[src/rtl/seg7_scan_driver.sv]
// rtl/seg7_scan_driver.sv - six-digit multiplexed 7-segment scan driver with anti-ghost blanking
// Optional digit-pair blink enabled by defining SEG7_BLINK_EN.
module seg7_scan_driver #(
   parameter int unsigned SCAN_DIV  = 50000,
   parameter int unsigned BLANK_CYC = 16,
   parameter int unsigned BLINK_DIV = 25000000
) (
   input  logic        CP,
   input  logic        nCR,
   input  logic        En,
   input  logic [23:0] Digits,
   input  logic [1:0]  SetSel,
   output logic [6:0]  Seg,
   output logic        DP,
   output logic [5:0]  AN
);

   localparam int unsigned DW = $clog2(SCAN_DIV);

   logic [DW-1:0] div;
   logic [2:0]    idx;
   logic [3:0]    cur;
   logic          blank;
   logic [5:0]    blink_mask;
   logic [5:0]    an_nxt;
   logic [6:0]    seg_nxt;
   logic          dp_nxt;

   function automatic logic [6:0] decode(input logic [3:0] d);
      case (d)
         4'd0:    decode = 7'b1111110;
         4'd1:    decode = 7'b0110000;
         4'd2:    decode = 7'b1101101;
         4'd3:    decode = 7'b1111001;
         4'd4:    decode = 7'b0110011;
         4'd5:    decode = 7'b1011011;
         4'd6:    decode = 7'b1011111;
         4'd7:    decode = 7'b1110000;
         4'd8:    decode = 7'b1111111;
         4'd9:    decode = 7'b1111011;
         default: decode = 7'b0000001;
      endcase
   endfunction

   always_comb begin
      case (idx)
         3'd0:    cur = Digits[3:0];
         3'd1:    cur = Digits[7:4];
         3'd2:    cur = Digits[11:8];
         3'd3:    cur = Digits[15:12];
         3'd4:    cur = Digits[19:16];
         default: cur = Digits[23:20];
      endcase
   end

`ifdef SEG7_BLINK_EN
   localparam int unsigned BW = (BLINK_DIV > 1) ? $clog2(BLINK_DIV) : 1;

   logic [BW-1:0] bcnt;
   logic          phase;

   always_ff @(posedge CP or negedge nCR) begin
      if (!nCR) begin
         bcnt  <= '0;
         phase <= 1'b0;
      end else if (En) begin
         if (32'(bcnt) == BLINK_DIV - 1) begin
            bcnt  <= '0;
            phase <= ~phase;
         end else begin
            bcnt <= bcnt + 1'b1;
         end
      end
   end

   always_comb begin
      blink_mask = 6'b000000;
      if (phase) begin
         case (SetSel)
            2'd1:    blink_mask = 6'b000011;
            2'd2:    blink_mask = 6'b001100;
            2'd3:    blink_mask = 6'b110000;
            default: blink_mask = 6'b000000;
         endcase
      end
   end
`else
   logic unused_setsel;

   assign blink_mask    = 6'b000000;
   assign unused_setsel = ^SetSel;
`endif

   // Leading-zero hours tens and the start-of-slot blank both keep every anode off.
   always_comb begin
      blank   = 32'(div) < BLANK_CYC;
      an_nxt  = 6'b111111;
      if (!blank && !(idx == 3'd5 && Digits[23:20] == 4'd0))
         an_nxt = ~(6'b000001 << idx);
      an_nxt  = an_nxt | blink_mask;
      seg_nxt = decode(cur);
      dp_nxt  = (idx == 3'd2 || idx == 3'd4) && (an_nxt != 6'b111111);
   end

   always_ff @(posedge CP or negedge nCR) begin
      if (!nCR) begin
         div <= '0;
         idx <= 3'd0;
         AN  <= 6'b111111;
         Seg <= 7'b0000000;
         DP  <= 1'b0;
      end else begin
         AN  <= an_nxt;
         Seg <= seg_nxt;
         DP  <= dp_nxt;
         if (En) begin
            if (div == DW'(SCAN_DIV - 1)) begin
               div <= '0;
               idx <= (idx == 3'd5) ? 3'd0 : idx + 3'd1;
            end else begin
               div <= div + 1'b1;
            end
         end
      end
   end

endmodule

[config.mk]
export PLATFORM = sky130hd
export DESIGN_NAME = seg7_scan_driver
export DESIGN_NICKNAME = d
export VERILOG_FILES = /design/src/rtl/seg7_scan_driver.sv
export SDC_FILE = /design/constraint.sdc
export NUM_CORES = 1
export LEC_CHECK = 0
export BUFFER_PORTS_ARGS = -buffer_cell sky130_fd_sc_hd__buf_2
export CAP_MARGIN = 10
export CORE_MARGIN = 5
export CORE_UTILIZATION = 25
export DETAILED_ROUTE_END_ITERATION = 10
export GPL_TIMING_DRIVEN = 0
export PLACE_DENSITY_LB_ADDON = 0.08
export SETUP_SLACK_MARGIN = 0.4
export SYNTH_ARGS = -nofsm -noshare
export SYNTH_HDL_FRONTEND = slang
export SYNTH_SLANG_ARGS = --single-unit
[constraint.sdc]
create_clock -name CP -period 2.4 [get_ports CP]
set_input_delay 0.24 -clock CP [delete_from_list [all_inputs] [get_ports CP]]
set_output_delay 0.24 -clock CP [all_outputs]
set_load 0.03 [all_outputs]
Word-level counts from Yosys, hierarchy flattened. Memories as Yosys holds them, arrays and structs flattened. A register that Yosys moved wholly into a read port is not among the register bits. Cells that the tools add are included. W data, S select, Z words.

Bits in registers: 26. ROM bits: 112. Input port bits: 29. Word-level logic and storage cells: 31. Memories kept: 1.

Add/subtract/negate cells: 2. Order comparisons: 1. Equality and inequality tests: 7. Shift operators: 1. Muxes and demuxes: 4. Bitwise gates (word level): 1. Reduce and logical (&&, ||, !) cells: 10.

Memories: (name not given) (words 16, bits a word 7, read ports 1, clocked after memory_dff 1, write ports 0, line 30) `case (d)`.

Operators by type and width (count): $pmux W4 S5 (1); $add A16 B1 Y16 const B (1); $eq A16 B16 Y1 const B (1); $lt A16 B5 Y1 const B (1); $mux W16 (1); $eq A3 B2 Y1 const B (2); $eq A3 B3 Y1 const B (2); $mux W6 (1); $ne A6 B6 Y1 const B (1); $not A6 Y6 (1); $shl A1 B3 Y6 const A (1); $logic_not A4 Y1 (1); $add A3 B1 Y3 const B (1); $eq A3 B1 Y1 const B (1); $logic_and A1 B1 Y1 (3); $logic_not A1 Y1 (3); $logic_not A3 Y1 (1); $mux W3 (1); $reduce_and A2 Y1 (1); $logic_or A1 B1 Y1 (1).

Depth between registers and ports, before layout. Gate-level depths: netlist of run 1.

Word-level depth: 7. Depth in mapped cells: 11. Gate-level depth less buffers: 9.

Least setup slack after synthesis of run 1. OpenSTA, ideal clock, no wires.

Path kind: reg-to-reg. Start: register idx[1]. End: register Seg[2]. Setup time: 122 ps. Arrival: 2442 ps. Data required time: 2278 ps. Path slack: -164 ps. Stages on the path, launching flop included: 11. Path through: dfrtp_1 buf_6 clkbuf_1 and2_1 ha_1 or2b_2 o311ai_1 nand2_1 ha_1 o32a_1 a32o_1.

Cells in the longest elaborated chain, start to end: 2.

Ends and longest elaborated chain: from (decl) (line 21) `logic [2:0] idx;`; from (signal assigned) (line 119) `idx <= (idx == 3'd5) ? 3'd0 : idx + 3'd1;`; $eq A3 B3 Y1, or another cell as far along (line 46) `case (idx)`; $pmux W4 S5 * (line 46); to (decl) (line 13) `output logic [6:0] Seg,`.

Every way passes the cells marked *; elsewhere a longest branch is shown, timed or not. A chain may end at the register's enable or synchronous reset.

Worst setup path after layout of run 1.
Start: register idx[1]. End: register Seg[1].

Same word-level chain as after synthesis.

==> reports/results.tsv, run 1 <==
stage	metric	value	unit
status	status	completed	
detailed_routing	viasPerCell	4.71	
sta	fmax	440	MHz
synth	synthTopCellsByCount	27 x dfrtp_1, 16 x nand2_1, 14 x nor2_1	
synth	synth_top_area_share	0.355	
detailed_routing	drc	0	
power	leakage	1.12	nW
sta	rsz0062_at_grt	true	
floorplanning	die_y	97.2	um
global_routing	antenna_found_initial	0	
clocking	root_buffer	clkbuf_8	
worst_setup_path	r2r_cells	9	
global_routing	grt_max_degree	34	
sta	finalSetupViolCount	0	
worst_setup_path	r2r-end	Seg[1]	
worst_setup_path	critPathLaunchType	flop	
synth	synthTopCellsByArea	dfrtp_1 36%, dfstp_2 8.3%, ha_1 5.3%, xnor2_1 3.7%, nand2_1 3.2%	
synth	yosys_warnings	0	
power	combPwrFrac	0.207	
synth	synth.distinct_cells	57	
synth	syn_inst	187	
floorplanning	core	7330	sq um
worst_setup_path	cpPeakStageDelay	0.63	ns
worst_setup_path	worstReg2RegStart	idx[1]	
global_routing	grt_first_pass_wirelength	8190	um
sta	timing.slew.headroom	0.500	
clocking	cts_tree	yes	
synth	synth_area_per_cell	10.2	sq um
placement	dp_hpwl	3520	um
power	peakVddDrop	178	uV
worst_setup_path	crit_chain	buf_6, clkbuf_16, and2_4, ha_4, nor2b_4, buf_4, a2111oi_4, nor4_1, a311oi_1	
power	power-per-cell-area	528	nW/um^2
detailed_routing	drt-initial-drc-count	57	
power	p_int	0.942	mW
worst_setup_path	crit_fanout	7	
placement	portBuffers	39	
global_routing	grt_overflow	0	
placement	routabilityCongestion	0.707	
synth	synth-edff-count	0	
clocking	clock-sinks	33	
synth	synth.most_common_cell	dfrtp_1	
worst_setup_path	cp-end-kind	flop	
synth	synth_area	1900	sq um
power	clkPwrFrac	0.295	
clocking	h-tree-depth	2	
cells_and_area	finish.instance_area	2590	sq um
cells_and_area	n_antenna_cell	0	
floorplanning	dieArea	9450	sq um
detailed_routing	wire_per_inst	13.8	um
worst_setup_path	cp.required	2.52	ns
sta	setup_ws	0.127	ns
detailed_routing	drt_wl_total	4840	um
cells_and_area	multi_input_area	1110	sq um
cells_and_area	final_util	0.353	
detailed_routing	ant_nets	0	
min_path	hp-class	primary input to asynchronous set/reset pin	
cells_and_area	fill_cells	757	
sta	finalHoldViolations	0	
worst_setup_path	reg2reg_slack	0.13	ns
floorplanning	ioPinCount	43	
floorplanning	rows	31	
clocking	cts_buffers	5	
synth	ys_seq_area_frac	0.438	
cells_and_area	finalNetCount	287	
synth	yosysTopAreaCell	dfrtp_1	
worst_setup_path	slowest_stage	nor4_1	
sta	period_needed	2.27	ns
synth	async_reset_ff_frac	1.00	
sta	worst_pin_slew	0.750	ns
placement	placed_cell_area	2280	sq um
sta	min_period_over_period	0.947	
clocking	clk_latency	0.28	ns
cells_and_area	seq_area	833	sq um
power	sequentialPowerShare	0.498	
synth	synth_flop_cell	dfrtp_1	
detailed_routing	num_vias	1649	
sta	drv_slew	0	
power	power.switching	0.424	mW
floorplanning	start_util	0.259	
clocking	clock_path_buffers	2	
synth	synth_nets	224	
sta	worst_clock_skew	0.0113	ns
cells_and_area	stdcell_count	350	
worst_setup_path	cp.arrival	2.40	ns
placement	place_ws	-0.0556	ns
floorplanning	die_x	97.2	um
synth	ys_seq_elements	33	
job	drv_cap	0	
placement	dpl.cell_count	325	
detailed_routing	firstDrtPassIters	4	
sta	finalSetupTns	0	ns
global_routing	grt_usage	0.106	
worst_setup_path	worstSetupPathType	flop to flop	
global_routing	grt_pass1_vias	1677	
cells_and_area	drive_gt1_frac	0.398	
cells_and_area	area_growth	36.1	%
power	swShare	0.310	
clocking	clk_pin_slew	0.07	ns
layout by cell type (no fill, tap or decap), types with 3 or more instances in the layout:
cell type and count:
nor3_1 4, ha_1 5, buf_2 39, buf_4 16
xor2_1 6, clkbuf_8 5, nand3_1 10, xnor2_1 8
nand4_1 5, dfstp_2 6, clkbuf_1 3, dfrtp_1 27
ha_4 3, o21ai_0 4, buf_6 5, nor2_1 13
nor2b_1 3, nand2_1 15
power by group through the flow:
stage                     clock [mW]  sequential, mW  combinational [mW]
after CTS                      0.416           0.682               0.282
after global placement             0           0.693               0.270
final                          0.402           0.680               0.283
after global routing           0.440           0.692               0.316
after detailed placement           0           0.691               0.270
after floorplan                    0           0.718               0.148
metal layers:
| layer | wire, um | share of wire | up-vias | global-route usage |
|---|---|---|---|---|
| met5 | 0 | 0 | - | 0 |
| met4 | 101 | 0.021 | 0 | 0.0475 |
| met3 | 171 | 0.035 | 7 | 0.0223 |
| met2 | 2340 | 0.48 | 44 | 0.177 |
| met1 | 2230 | 0.46 | 790 | 0.132 |
| li1 | - | - | 808 | - |
cell type report:
type                    instances  area share
multi-input cells             142       0.431
plain buffers                   6      0.0285
clock buffers                   7      0.0295
inverters                       6      0.0121
clock inverters                 1     0.00290
well taps                      99      0.0479
flip-flops and latches         33       0.322
repair buffers                 56       0.126
what timing repair did:
| action | CTS | global route |
|---|---|---|
| hold endpoints to repair | 0 | 0 |
| gates resized for setup | 15 | 5 |
| pin swaps | 10 | 8 |
| setup buffers | 12 | 5 |
| hold buffers | 0 | 0 |
| endpoints found under the setup margin | 8 | 8 |
how the worst max path moves through the flow:
stage / start / endpoint / cells past startpoint
after CTS: idx[1] / Seg[2] / 10
final: idx[1] / Seg[1] / 9
after global placement: idx[0] / Seg[2] / 9
after global routing: idx[1] / Seg[2] / 10
after floorplan: idx[1] / Seg[0] / 10
after detailed placement: idx[0] / Seg[2] / 9
flip-flops by register name, indices dropped and copies added (netlist names):
register	cells
Seg	7
AN	6
DP	1
div	16
idx	3
metrics by stage:
step                      total power [mW]  hold WS [ns]
after floorplan                      0.865       -0.0556
after global placement               0.963         0.363
after detailed placement             0.961         0.365
after CTS                             1.38        0.0534
after global routing                  1.45         0.105
final                                 1.37        0.0244
critical path, delay by kind of cell (launching register included):
kind	cells	cell delay, ns
compound gates	2	0.18
buf+inv	3	0.44
fa+ha+maj	1	0.19
simple gates	3	0.92
flops	1	0.37
cell families (layout without fill, tap and decap cells):
logic type	count (synthesis)	in the layout	share of synthesized area
xor gates and xnor gates	14	14	0.0645
and+or+nand+nor	79	79	0.227
muxes	3	3	0.0165
buffers and inverters	12	76	0.0355
adders and majority gates	9	9	0.0586
DFF	33	33	0.438
AOI/OAI and AO/OA	37	37	0.159
Power figures use the tool's default switching activity.
==> run 2: changes to the inputs <==
- ABC_AREA: unset -> 1
==> run 2 against run 1 <==
Against the previous run:
- first-iteration DRC count decreased by 33%
- sequential cell count unchanged
- total power increased by 32%
- final cell count increased by 27%
- synthesized cell count increased by 47%
- final area increased by 9.4%
- non-clock buffer count unchanged
- sequential share of layout area decreased by 2.7 points
- clock power increased by 35%
- clock skew decreased by 0.0065 ns
==> reports/results.tsv, run 2 <==
stage	metric	value	unit	change
status	status	completed		
cells_and_area	most-common-layout-cells	74 x nand2_1, 40 x buf_2, 26 x inv_1		
worst_setup_path	reg2reg_slack	0.47	ns	+0.35 ns
worst_setup_path	cp-end-kind	flop		
worst_setup_path	critPathLaunchType	flop		
synth	synthTopCellsByCount	77 x nand2_1, 28 x inv_1, 27 x dfrtp_1		
sta	finalSetupViolCount	0		unchanged
detailed_routing	drc	0		unchanged
cells_and_area	fill_cells	911		+20%
synth	synth.most_common_cell	nand2_1		
sta	rsz0062_at_grt	true		
job	drv_cap	0		unchanged
global_routing	antenna_found_initial	0		unchanged
synth	synth_area	2110	sq um	+11%
synth	async_reset_ff_frac	1.00		unchanged
worst_setup_path	cp.arrival	2.15	ns	-0.25 ns
synth	synth.distinct_cells	37		-35%
worst_setup_path	r2r-end	Seg[3]		
worst_setup_path	worstSetupPathType	flop to flop		
synth	synth_area_per_cell	7.68	sq um	-24%
sta	fmax	519	MHz	+18%
placement	routabilityCongestion	0.782		+10%
clocking	cts_buffers	5		unchanged
sta	drv_slew	0		unchanged
sta	finalHoldViolations	0		unchanged
sta	worst_clock_skew	0.00478	ns	-0.00647 ns
cells_and_area	drive_gt1_frac	0.378		-0.0201
synth	synth_flop_cell	dfrtp_1		
floorplanning	die_x	102	um	+4.8%
sta	min_period_over_period	0.802		-0.145
synth	synthTopCellsByArea	dfrtp_1 32%, nand2_1 14%, dfstp_2 7.5%, nand3_1 5.9%, inv_1 5.0%		
global_routing	grt_max_degree	34		unchanged
clocking	cts_tree	yes		
floorplanning	rows	33		+6.5%
detailed_routing	drt_wl_total	5370	um	+11%
worst_setup_path	worstReg2RegStart	idx[0]		
clocking	h-tree-depth	2		unchanged
floorplanning	start_util	0.257		-0.00237
worst_setup_path	cpPeakStageDelay	0.37	ns	-0.26 ns
cells_and_area	finish.instance_area	2830	sq um	+9.4%
clocking	clock_path_buffers	2		unchanged
detailed_routing	num_vias	1920		+16%
synth	syn_inst	275		+47%
synth	synth-edff-count	0		unchanged
placement	portBuffers	39		unchanged
cells_and_area	area_growth	34.0	%	
global_routing	grt_pass1_vias	1944		+16%
power	power-per-cell-area	638	nW/um^2	+21%
cells_and_area	final_util	0.344		-0.00849
detailed_routing	wire_per_inst	12.0	um	-13%
power	peakVddDrop	177	uV	-0.52%
floorplanning	dieArea	10400	sq um	+9.9%
synth	synth_nets	312		+39%
synth	yosys_warnings	0		unchanged
cells_and_area	largest_register_ffs	16		unchanged
cells_and_area	registers.top_by_ff_count	div		
global_routing	grt_overflow	0		unchanged
min_path	hp-class	primary input to asynchronous set/reset pin		
synth	synth_top_area_share	0.320		-0.0354
floorplanning	ioPinCount	43		unchanged
synth	ys_seq_area_frac	0.395		-0.0437
detailed_routing	viasPerCell	4.30		-8.6%
global_routing	grt_first_pass_wirelength	9180	um	+12%
worst_setup_path	slowest_stage	dfrtp_1		
detailed_routing	ant_nets	0		unchanged
cells_and_area	final_common_cell	nand2_1		
clocking	clk_latency	0.29	ns	about the same
sta	worst_pin_slew	0.747	ns	-0.00311 ns
detailed_routing	drt-initial-drc-count	38		-33%
global_routing	grt_usage	0.111		+0.00498
cells_and_area	reg.largest.list	div: 16 flops, Seg: 7 flops, AN: 6 flops		
sta	timing.slew.headroom	0.502		+0.00207
power	power.total	1.80	mW	+32%
cells_and_area	finalNetCount	377		+31%
clocking	clk_pin_slew	0.08	ns	about the same
sta	period_needed	1.93	ns	-0.348 ns
worst_setup_path	r2r_cells	14		+5
clocking	root_buffer	clkbuf_8		
synth	yosysTopAreaCell	dfrtp_1		
synth	ys_seq_elements	33		unchanged
placement	placed_cell_area	2450	sq um	+7.3%
sta	finalSetupTns	0	ns	unchanged
worst_setup_path	cp.required	2.62	ns	+0.10 ns
floorplanning	core	8220	sq um	+12%
floorplanning	die_y	102	um	+4.8%
worst_setup_path	crit_fanout	6		-1
detailed_routing	firstDrtPassIters	5		+1
worst_setup_path	crit_chain	buf_6, nand2_4, inv_2, ha_4, nor2_4, nand2_4, or2_4, nand2_4, inv_2, ha_4, nand3_2, nand2_1, nand2_1, nand2_1		
cells_and_area	n_antenna_cell	0		unchanged
clocking	cts_hold_buf	0		unchanged
clocking	clock-sinks	33		unchanged
placement	dp_hpwl	3990	um	+13%
power	leakage	1.42	nW	+27%
==> run 2: cell count changes after synthesis, sizes merged, moves of 3 or more <==
cell,before,now
a311oi,3,0
nand2,16,87
nor2,16,32
nand3,10,28
nor2b,4,0
a211oi,3,0
inv,6,34
xnor2,8,0
a21oi,2,7
or2b,3,0
==> run 2: power by group <==
| part | switching, mW | internal [mW] |
|---|---|---|
| Combinational | 0.327 | 0.201 |
| Clock | 0.230 | 0.311 |
| Sequential | 0.0833 | 0.652 |
| Total | 0.640 | 1.16 |
==> run 2: worst max-delay path, delay by kind of cell (launching register included) <==
kind,cells,cell delay [ns]
DFF,1,0.37
and+or+nand+nor,9,0.83
adders and majority gates,2,0.43
buffers and inverters,3,0.23
==> run 2: layout make-up <==
| class | count | area, sq um | share of cell area |
|---|---|---|---|
| Multi-Input combinational cell | 204 | 1230 | 0.436 |
| Sequential cell | 33 | 836 | 0.295 |
| Timing Repair Buffer | 58 | 349 | 0.123 |
| Tap cell | 105 | 131 | 0.0464 |
| Inverter | 34 | 130 | 0.0460 |
| Clock buffer | 5 | 68.8 | 0.0243 |
| Clock inverter | 3 | 46.3 | 0.0164 |
| Buffer | 4 | 35.0 | 0.0124 |
==> run 2: worst max path at each step <==
stage | start | end | cells after the start
finish | idx[0] | Seg[3] | 14
global route | idx[0] | Seg[3] | 15
CTS | idx[0] | Seg[3] | 14
detailed placement | idx[2] | Seg[3] | 13
global placement | idx[2] | Seg[3] | 13
floorplan | idx[2] | Seg[3] | 13
==> run 2: through the flow <==
step,setup slack (ns),instances,hold slack [ns]
2_1_floorplan,0.413,275,-0.0556
3_3_place_gp,0.149,419,0.364
6_report,0.475,446,0.0176
4_1_cts,0.456,438,0.0541
3_5_place_dp,0.116,419,0.367
5_1_grt,0.363,446,0.0876
==> run 2: routing by layer <==
metal  share of wire  track usage
met1            0.48        0.144
met4          0.0088       0.0303
met3           0.044       0.0259
met2            0.47        0.188
met5               0            0
==> run 2: repair_timing <==
item | 4_1_cts | 5_1_grt
gates resized for setup | 13 | 16
buffers inserted | 11 | 8
pin swaps | 3 | 12
setup endpoints to repair | 6 | 3
==> run 2: cell families (layout without fill, tap and decap cells) <==
group	Yosys count	after routing	synth area share
and+or+nand+nor	169	169	0.396
buffers and inverters	38	104	0.0753
DFF	33	33	0.395
AOI/OAI and AO/OA	21	21	0.0617
adders and majority gates	8	8	0.0474
xor gates and xnor gates	6	6	0.0249
==> run 3: changes to the inputs <==
- clock period: 2.4 -> 1.8 ns (I/O delays scaled with it)
==> run 3 against run 2 <==
Against the previous run:
- the flow now finishes with violations (setup timing)
- final area grew 11%
- clock skew is essentially flat
- global-route usage grew 0.31 points
- register-to-register slack lost 0.60 ns
- first-iteration DRC count shrank 45%
- non-clock buffer count grew 17
- combinational power grew 65%
- critical endpoint unchanged
==> reports/results.tsv, run 3 (synthesis results as in run 2) <==
stage	metric	value	unit	change
min_path	hp-start	En		
worst_setup_path	worstSetupPathType	flop to flop		
status	violations	setup timing		
min_path	hp-class	primary input to flop		
global_routing	antenna_found_initial	0		unchanged
detailed_routing	ant_nets	0		unchanged
sta	timing.slew.headroom	0.506		+0.00462
clocking	root_buffer	clkbuf_8		
detailed_routing	drt-initial-drc-count	21		-45%
placement	place_ws	-0.402	ns	-0.518 ns
placement	dp_hpwl	4000	um	+0.45%
sta	worst_clock_skew	0.00433	ns	-0.000454 ns
cells_and_area	n_antenna_cell	0		unchanged
sta	fmax	520	MHz	+0.21%
detailed_routing	firstDrtPassIters	4		-1
floorplanning	start_util	0.257		unchanged
sta	period_needed	1.92	ns	-0.00410 ns
worst_setup_path	r2r-end	Seg[3]		
floorplanning	dieArea	10400	sq um	unchanged
clocking	cts_buffers	5		unchanged
placement	routabilityCongestion	0.770		-1.4%
worst_setup_path	cp.arrival	2.10	ns	-0.05 ns
detailed_routing	num_vias	2004		+4.4%
worst_setup_path	worstReg2RegStart	idx[0]		
detailed_routing	drc	0		unchanged
clocking	h-tree-depth	2		unchanged
sta	drv_slew	0		unchanged
min_path	hold_depth	2		
global_routing	grt_first_pass_wirelength	9460	um	+3.0%
cells_and_area	finalNetCount	394		+4.5%
global_routing	grt_usage	0.115		+0.00313
cells_and_area	final_common_cell	nand2_1		
job	drv_cap	0		unchanged
floorplanning	rows	33		unchanged
worst_setup_path	cp-end-kind	flop		
sta	worst_pin_slew	0.740	ns	-0.00694 ns
cells_and_area	reg.largest.list	div: 16 flops, Seg: 7 flops, AN: 6 flops		
cells_and_area	fill_cells	868		-4.7%
worst_setup_path	critPathLaunchType	flop		
worst_setup_path	r2r_cells	14		unchanged
detailed_routing	viasPerCell	4.33		+0.54%
sta	setup_ws	-0.121	ns	-0.596 ns
worst_setup_path	reg2reg_slack	-0.12	ns	-0.60 ns
cells_and_area	area_growth	49.4	%	
sta	finalSetupViolCount	7		+7
power	peakVddDrop	294	uV	+66%
clocking	clock-sinks	33		unchanged
sta	rsz0062_at_grt	true		
clocking	clock_path_buffers	2		unchanged
cells_and_area	largest_register_ffs	16		unchanged
clocking	cts_tree	yes		
cells_and_area	most-common-layout-cells	72 x nand2_1, 39 x buf_2, 28 x buf_4		
global_routing	grt_max_degree	34		unchanged
clocking	clk_latency	0.29	ns	about the same
sta	finalHoldViolations	0		unchanged
cells_and_area	drive_gt1_frac	0.466		+0.0882
floorplanning	die_y	102	um	unchanged
detailed_routing	wire_per_inst	12.2	um	+1.5%
global_routing	grt_overflow	0		unchanged
worst_setup_path	crit_fanout	5		-1
min_path	whs_endpoint	div[0]		
placement	portBuffers	39		unchanged
global_routing	grt_pass1_vias	2040		+4.9%
floorplanning	ioPinCount	43		unchanged
power	power-per-cell-area	826	nW/um^2	+30%
cells_and_area	final_util	0.384		+0.0394
worst_setup_path	cp-startpoint	idx[0]		
worst_setup_path	cp.required	1.98	ns	-0.64 ns
sta	min_period_over_period	1.07		+0.265
status	status	finished with violations		
detailed_routing	drt_wl_total	5660	um	+5.4%
floorplanning	die_x	102	um	unchanged
power	leakage	1.52	nW	+6.7%
clocking	clk_pin_slew	0.07	ns	about the same
floorplanning	core	8220	sq um	unchanged
cells_and_area	registers.top_by_ff_count	div		
-- run 3: changes by cell type in the layout (fill, tap and decap cells not counted), sizes merged --
| cell | before | now |
|---|---|---|
| buf | 62 | 78 |
| dlygate4sd3 | 0 | 1 |
-- run 3: worst max path at each step --
stage	endpoint	slack, ns	cells past startpoint
floorplan	Seg[5]	-0.13	12
detailed placement	Seg[3]	-0.40	13
global placement	Seg[5]	-0.40	12
CTS	Seg[3]	-0.12	13
finish	Seg[3]	-0.12	14
global route	Seg[1]	-0.24	14
-- run 3: area by class of cell --
cell class	count	area, sq um	area share
Clock buffer	5	68.8	0.0218
Inverter	34	143	0.0452
Clock inverter	3	46.3	0.0147
Sequential cell	33	838	0.266
Multi-Input combinational cell	204	1380	0.437
Buffer	4	41.3	0.0131
Timing Repair Buffer	75	507	0.161
Tap cell	105	131	0.0417
-- run 3: critical path: stages (launching register included) --
cell	delay (ns)
dfrtp_1	0.37
buf_6	0.14
nand2_4	0.07
inv_2	0.04
ha_4	0.17
buf_4	0.14
a22oi_2	0.17
nand2_1	0.11
nand2_4	0.12
inv_4	0.04
ha_4	0.23
nand3_2	0.07
nand2_1	0.05
nand2_1	0.05
nand2_1	0.04
-- run 3: metrics by stage --
| step | cell area [sq um] | total power, mW | TNS, ns | hold slack (ns) | std cells |
|---|---|---|---|---|---|
| after floorplan | 2150 | 1.44 | -0.518 | -0.116 | 275 |
| after detailed placement | 2470 | 1.64 | -2.34 | 0.298 | 419 |
| after global placement | 2470 | 1.63 | -2.33 | 0.301 | 419 |
| final | 3150 | 2.61 | -0.658 | 0.212 | 463 |
| after CTS | 2960 | 2.51 | -0.590 | 0.191 | 450 |
| after global routing | 3150 | 2.78 | -1.43 | 0.213 | 463 |
-- run 3: per-layer routing --
layer,wire (um),up-vias,part of all wire,GRT usage
met5,0,-,0,0
met4,89,0,0.016,0.0394
met3,203,5,0.036,0.0253
met2,2790,32,0.49,0.194
met1,2580,924,0.46,0.144
li1,-,1043,-,-
-- run 3: report_power, final --
group | internal [mW] | leakage [nW] | switching [mW]
clock network | 0.414 | 0.0543 | 0.294
logic | 0.367 | 1.07 | 0.505
registers | 0.873 | 0.392 | 0.153
total | 1.65 | 1.52 | 0.951
-- run 3: repair_timing --
item | CTS | global route
endpoints found under the hold margin | 27 | 0
hold buffers | 1 | 0
gates resized for setup | 46 | 25
setup buffers | 22 | 13
pin swaps | 18 | 24
endpoints found under the setup margin | 20 | 28
